`config.mk`:
```
export PLATFORM = sky130hd
export DESIGN_NAME = fwrd_unit_flat
export DESIGN_NICKNAME = d
export VERILOG_FILES = /design/src/rtl/fwrd_unit_if.sv /design/src/rtl/fwrd_unit.sv /design/src/flat_wrapper.sv
export SDC_FILE = /design/constraint.sdc
export NUM_CORES = 1
export LEC_CHECK = 0
export ABC_CLOCK_PERIOD_IN_PS = 4000
export CELL_PAD_IN_SITES_DETAIL_PLACEMENT = 0
export CELL_PAD_IN_SITES_GLOBAL_PLACEMENT = 1
export CORE_ASPECT_RATIO = 1.2
export CORE_UTILIZATION = 46
export DETAILED_ROUTE_END_ITERATION = 8
export GPL_ROUTABILITY_DRIVEN = 0
export PLACE_DENSITY = 0.84
export SLEW_MARGIN = 5
export SYNTH_ARGS = -nofsm -noshare
export SYNTH_HDL_FRONTEND = slang
export SYNTH_SLANG_ARGS = --single-unit
export TNS_END_PERCENT = 30
```
`constraint.sdc`:
```
create_clock -name clk -period 4 [get_ports clk]
set_input_delay 0.6 -clock clk [delete_from_list [all_inputs] [get_ports clk]]
set_output_delay 0.6 -clock clk [all_outputs]
set_load 0.05 [all_outputs]
```
`src/rtl/fwrd_unit_if.sv`:
```
// Source-operand lookup path between reg_read and the forwarding buffer.
// reg_read drives the two source tags; the forwarding buffer returns a hit flag and value for each.
interface fwrd_reg_read_if #(
    parameter int NUM_PREGS = 64,
    localparam int PW = $clog2(NUM_PREGS)
);
    logic [PW-1:0] src1_reg;
    logic [PW-1:0] src2_reg;
    logic          src1_fwrd_hit;
    logic [31:0]   src1_val;
    logic          src2_fwrd_hit;
    logic [31:0]   src2_val;

    modport fwrd_unit (
        input  src1_reg, src2_reg,
        output src1_fwrd_hit, src1_val, src2_fwrd_hit, src2_val
    );

    modport reg_read (
        output src1_reg, src2_reg,
        input  src1_fwrd_hit, src1_val, src2_fwrd_hit, src2_val
    );
endinterface

```
`src/rtl/fwrd_unit.sv`:
```
// Result-forwarding buffer: holds each writeback broadcast for FWD_DEPTH cycles, newest value wins.
// Latency: 0-cycle combinational lookup; no handshake, never stalls.
module fwrd_unit #(
    parameter int NUM_PREGS     = 64,
    parameter int NUM_WB_PORTS  = 2,
    parameter int FWD_DEPTH     = 3,
    parameter bit ASSERT_WB_DUP = 1'b1,
    localparam int PW = $clog2(NUM_PREGS)
) (
    input  logic                               clk,
    input  logic                               rst_n,
    input  logic                               flush,
    input  logic [NUM_WB_PORTS-1:0]            wb_valid,
    input  logic [NUM_WB_PORTS-1:0][PW-1:0]    wb_preg,
    input  logic [NUM_WB_PORTS-1:0][31:0]      wb_data,
    fwrd_reg_read_if.fwrd_unit                 fwrd
);

    logic [FWD_DEPTH-1:0][NUM_WB_PORTS-1:0]           vld_q,  vld_d;
    logic [FWD_DEPTH-1:0][NUM_WB_PORTS-1:0][PW-1:0]   preg_q, preg_d;
    logic [FWD_DEPTH-1:0][NUM_WB_PORTS-1:0][31:0]     data_q, data_d;

    logic [1:0][PW-1:0] src_tag;
    logic [1:0]         hit;
    logic [1:0][31:0]   val;
    logic               wb_dup;

    // Writes to preg 0 are dropped here so the lookup never needs to special-case stored entries.
    always_comb begin
        vld_d  = '0;
        preg_d = preg_q;
        data_d = data_q;
        for (int p = 0; p < NUM_WB_PORTS; p++) begin
            vld_d[0][p]  = wb_valid[p] && (wb_preg[p] != '0) && !flush;
            preg_d[0][p] = wb_preg[p];
            data_d[0][p] = wb_data[p];
        end
        for (int k = 1; k < FWD_DEPTH; k++) begin
            vld_d[k]  = flush ? '0 : vld_q[k-1];
            preg_d[k] = preg_q[k-1];
            data_d[k] = data_q[k-1];
        end
    end

    always_ff @(posedge clk) begin
        if (!rst_n) begin
            vld_q <= '0;
        end else begin
            vld_q <= vld_d;
        end
    end

    always_ff @(posedge clk) begin
        preg_q <= preg_d;
        data_q <= data_d;
    end

    // Scan oldest to newest and let each later match overwrite, so the newest/lowest-port match sticks.
    always_comb begin
        src_tag[0] = fwrd.src1_reg;
        src_tag[1] = fwrd.src2_reg;
        hit        = '0;
        val        = '0;
        for (int s = 0; s < 2; s++) begin
            if (!flush && (src_tag[s] != '0)) begin
                for (int k = FWD_DEPTH - 1; k >= 0; k--) begin
                    for (int p = NUM_WB_PORTS - 1; p >= 0; p--) begin
                        if (vld_q[k][p] && (preg_q[k][p] == src_tag[s])) begin
                            hit[s] = 1'b1;
                            val[s] = data_q[k][p];
                        end
                    end
                end
                for (int p = NUM_WB_PORTS - 1; p >= 0; p--) begin
                    if (wb_valid[p] && (wb_preg[p] == src_tag[s])) begin
                        hit[s] = 1'b1;
                        val[s] = wb_data[p];
                    end
                end
            end
        end
    end

    assign fwrd.src1_fwrd_hit = hit[0];
    assign fwrd.src1_val      = val[0];
    assign fwrd.src2_fwrd_hit = hit[1];
    assign fwrd.src2_val      = val[1];

    // Two ports writing the same live preg in one cycle is an upstream bug; preg 0 writes are harmless.
    always_comb begin
        wb_dup = 1'b0;
        for (int p = 0; p < NUM_WB_PORTS; p++) begin
            for (int q = p + 1; q < NUM_WB_PORTS; q++) begin
                if (wb_valid[p] && wb_valid[q] && (wb_preg[p] == wb_preg[q]) && (wb_preg[p] != '0)) begin
                    wb_dup = 1'b1;
                end
            end
        end
    end

    always_ff @(posedge clk) begin
        if (ASSERT_WB_DUP && rst_n) begin
            assert (!wb_dup) else $error("fwrd_unit: two writeback ports target the same preg");
        end
    end

endmodule
```
`src/flat_wrapper.sv`:
```
// flat-port wrapper written by rule: the top's interface ports become plain ports
module fwrd_unit_flat 
#(
    parameter int NUM_PREGS     = 64,
    parameter int NUM_WB_PORTS  = 2,
    parameter int FWD_DEPTH     = 3,
    parameter bit ASSERT_WB_DUP = 1'b1,
    localparam int PW = $clog2(NUM_PREGS)
)
  (clk, rst_n, flush, wb_valid, wb_preg, wb_data, fwrd_src1_reg, fwrd_src2_reg, fwrd_src1_fwrd_hit, fwrd_src1_val, fwrd_src2_fwrd_hit, fwrd_src2_val);
  fwrd_reg_read_if #(.NUM_PREGS(NUM_PREGS)) fwrd_i ();
  input  logic clk;
  input  logic rst_n;
  input  logic flush;
  input  logic [NUM_WB_PORTS-1:0] wb_valid;
  input  logic [NUM_WB_PORTS-1:0][PW-1:0] wb_preg;
  input  logic [NUM_WB_PORTS-1:0][31:0] wb_data;
  input wire logic [$bits(fwrd_i.src1_reg)-1:0] fwrd_src1_reg;
  input wire logic [$bits(fwrd_i.src2_reg)-1:0] fwrd_src2_reg;
  output wire logic [$bits(fwrd_i.src1_fwrd_hit)-1:0] fwrd_src1_fwrd_hit;
  output wire logic [$bits(fwrd_i.src1_val)-1:0] fwrd_src1_val;
  output wire logic [$bits(fwrd_i.src2_fwrd_hit)-1:0] fwrd_src2_fwrd_hit;
  output wire logic [$bits(fwrd_i.src2_val)-1:0] fwrd_src2_val;
  assign fwrd_i.src1_reg = fwrd_src1_reg;
  assign fwrd_i.src2_reg = fwrd_src2_reg;
  assign fwrd_src1_fwrd_hit = fwrd_i.src1_fwrd_hit;
  assign fwrd_src1_val = fwrd_i.src1_val;
  assign fwrd_src2_fwrd_hit = fwrd_i.src2_fwrd_hit;
  assign fwrd_src2_val = fwrd_i.src2_val;
  fwrd_unit #(.NUM_PREGS(NUM_PREGS), .NUM_WB_PORTS(NUM_WB_PORTS), .FWD_DEPTH(FWD_DEPTH), .ASSERT_WB_DUP(ASSERT_WB_DUP)) u_core (.clk(clk), .rst_n(rst_n), .flush(flush), .wb_valid(wb_valid), .wb_preg(wb_preg), .wb_data(wb_data), .fwrd(fwrd_i));
endmodule
```
==> results of run 1 <==
-- layer usage --
layer	GRT usage (%)	up-vias	wire length [um]
met1	39.54	5291	15460
met5	0	-	0
met4	17.02	0	1774
li1	-	4761	-
met2	52.96	707	19190
met3	6.689	146	3894
-- final cells by class --
type / count / area, um2
clock buffer: 31 / 686.9
clock inverter: 13 / 185.2
fill: 1833 / 8109
inverter: 4 / 15.01
multi-input combinational: 742 / 5764
sequential: 234 / 4684
tap: 315 / 394.1
timing repair buffer: 279 / 3440
-- synth_stat cells (2+ instances only) --
cell type / number
dfxtp_1: 234
o221ai_1: 117
clkbuf_1: 80
nand2_1: 74
a221oi_1: 66
o211ai_1: 64
xor2_1: 51
nor2_1: 50
o21a_1: 43
xnor2_1: 40
nor4_1: 38
buf_2: 32
a211oi_1: 27
o21ai_0: 21
nand4b_1: 19
a211oi_2: 16
a221oi_2: 16
nor4b_1: 12
buf_6: 11
nor3_1: 10
o221ai_2: 10
nand4_1: 9
or4_1: 9
and2_1: 7
a21oi_1: 6
and3_1: 5
nand3_1: 5
xnor2_2: 5
buf_4: 3
inv_1: 3
buf_1: 2
nor2b_1: 2
o211ai_2: 2
o21ai_1: 2
o311a_1: 2
or3_1: 2
or4b_1: 2
-- report_power, final --
part	internal, uW	total (uW)	switching (uW)
combinational	256	541	285
clock	1480	2460	981
sequential	2460	2550	97.1
total	4190	5550	1360
-- through the flow --
stage | instance area (um2) | setup WS (ns) | TNS, ns
after global placement | 14190 | -0.02853 | -0.02853
final | 15170 | 0.03215 | 0
after CTS | 15080 | 0.001315 | 0
after floorplan | 10960 | 0.1310 | 0
after global routing | 15170 | 0.0004863 | 0
after detailed placement | 14190 | -0.05087 | -0.08202
-- repair_timing --
action | in CTS | in global routing
endpoints found under the setup margin | 6 | 42
pin swaps | 0 | 1
endpoints found under the hold margin | 0 | 0
gates resized for setup | 4 | 15
cloned | 0 | 2
-- sequential cells by signal, indices dropped and copies added, names as in the netlist --
name / count
u_core.data_q: 64
u_core.data_d: 128
u_core.preg_q: 12
u_core.preg_d: 24
u_core.vld_q: 6
-- worst max path at each step --
stage | from | end | slack [ns] | cells past startpoint
2_1_floorplan | fwrd_src1_reg[1] | fwrd_src1_val[0] | 0.13 | 9
3_5_place_dp | fwrd_src2_reg[1] | fwrd_src2_val[7] | -0.05 | 11
5_1_grt | fwrd_src2_reg[5] | fwrd_src2_val[25] | 0.0005 | 11
6_report | fwrd_src2_reg[1] | fwrd_src2_val[7] | 0.03 | 10
4_1_cts | fwrd_src2_reg[1] | fwrd_src2_val[26] | 0.001 | 11
3_3_place_gp | fwrd_src2_reg[3] | fwrd_src2_val[7] | -0.03 | 12
-- kinds of logic after synthesis --
kind of cell / Yosys count
AND/OR/NAND/NOR: 247
AO/OA/AOI/OAI: 398
flip-flops: 234
buffers and inverters: 132
XOR/XNOR: 96
==> impl_metrics.ini, run 1 <==
[timing]
rsz0062_at_grt = no
setup_viol = 0
hold_viol = 0
worstMarginPinSlew_ns = 0.9074
finalCriticalPeriod_ns = 3.968
fmaxAchievable_mhz = 252.0
whs_ns = 0.3547
slew_headroom_pct = 39.00
slew_viol_final = 0
finClkSkew_ns = 0.01352
period_share_pct = 99.20

[synthesis]
synth_warnings = 0
syn_area_per_cell_um2 = 9.900
synth_compound_area_share_pct = 31.41
synth_adder_area_share_pct = 0
synth_top_area_share_pct = 42.74
synth_top_cells_by_area = dfxtp_1, o221ai_1, a221oi_1
yosysSeqAreaShare_pct = 42.74
async_reset_ff_share_pct = 0
ys.flop_type = dfxtp_1
synthCells = 1107
synth_top_family_by_area = compound AO/OA/AOI/OAI gates
ys_seq_elements = 234
synth_edf_count = 0
synth-xor-area-share_pct = 8.015
netlist_area_um2 = 10960
synth.distinct_cells = 47
synth_nets = 1200
yosys.area_share.simple_pct = 12.09
synthMuxAreaShare_pct = 0
synth_area_leader_cell = dfxtp_1

[final_layout]
drive_above_1_share_pct = 23.02
most-common-layout-cells = dfxtp_1, o221ai_1, buf_4
area_growth_pct = 38.42
final_nets = 1378
final_common_cell = dfxtp_1
final_core_util_pct = 65.17
antennaDiodeCount = 0
stdcell_count = 1618

[drt]
drt-total-wl_um = 40320
detail-route-antenna-nets = 0
dr.pass1.iters = 7
wire_per_inst_um = 24.92
via_per_inst = 6.740
drtIter0Drc = 1206
via_count = 10910
drcViolationCount = 0

[placed_design]
placed_cells = 1572
io_buffer_count = 158
dp_hpwl_um = 25130

[global_routing]
grt_pass1_vias = 10800
grt_pass1_wl_um = 60090
grt_overflow = 0
grt_usage_pct = 32.25
antenna_found_initial = 0
grt_start_max_net_pins = 38

[pwr]
p_leak_uw = 0.005292
ir_worst_vdd_mv = 0.2390
power_uw = 5550
p_per_area_nw_per_um2 = 365.8

[setup_path]
crit_buf_inv = 6
timing.rr.end = u_core.vld_q[3]
critPathKind = input pin to output pin
reg2regPathDepth = 2
cp-end-kind = output pin
rrSetupSlack_ns = 3.05
crit_arrival_ns = 3.37
critPathRequiredTime_ns = 3.40
worstSetupStartpointType = input pin
crit_family = buffers and inverters
crit_path_frequent_cell = buf_4
slowest_stage = nor4_2
crit_chain = clkdlybuf4s50_1 -> buf_4 -> buf_4 -> nor4_2 -> a21oi_4 -> buf_4 -> o221ai_1 -> a211oi_2 -> buf_4 -> buf_12
reg2reg_from = u_core.vld_q[1]
critPathMaxFanout = 11
cpPeakStageDelay_ns = 0.79

[hold_path]
min_path_type = flip-flop to flip-flop
min_to = u_core.data_d[157]
min_from = u_core.data_d[93]
min_path_cells = 0

[cts]
cts.path.max_buffers = 3
cts_tree = built
cts_made_buffers = 24
clock_latency_ns = 0.53
clk_pin_slew_worst_paths_ns = 0.07
htree_levels = 1
post_cts_buffers = 0
hold_buffers = 0
cts_root_buffer = clkbuf_16
cts.sinks = 234

[floorplan]
dieArea_um2 = 24450
core_area_um2 = 23280
start_util_pct = 47.08
die_y_um = 171.1
rows = 61
num_io_pins = 159
die_w_um = 142.9

[run]
maxCapViolations = 0

[run_status]
outcome = finished clean
No activity file was read; power rests on OpenSTA's default activity.
==> inputs of run 2 (changes only) <==
--- a/config.mk
+++ b/config.mk
@@ -13,6 +13,7 @@
 export DETAILED_ROUTE_END_ITERATION = 8
 export GPL_ROUTABILITY_DRIVEN = 0
 export PLACE_DENSITY = 0.84
+export RECOVER_POWER = 25
 export SLEW_MARGIN = 5
 export SYNTH_ARGS = -nofsm -noshare
 export SYNTH_HDL_FRONTEND = slang
==> results of run 2 <==
The final DEF is identical to that of run 1; final timing and power are the same.
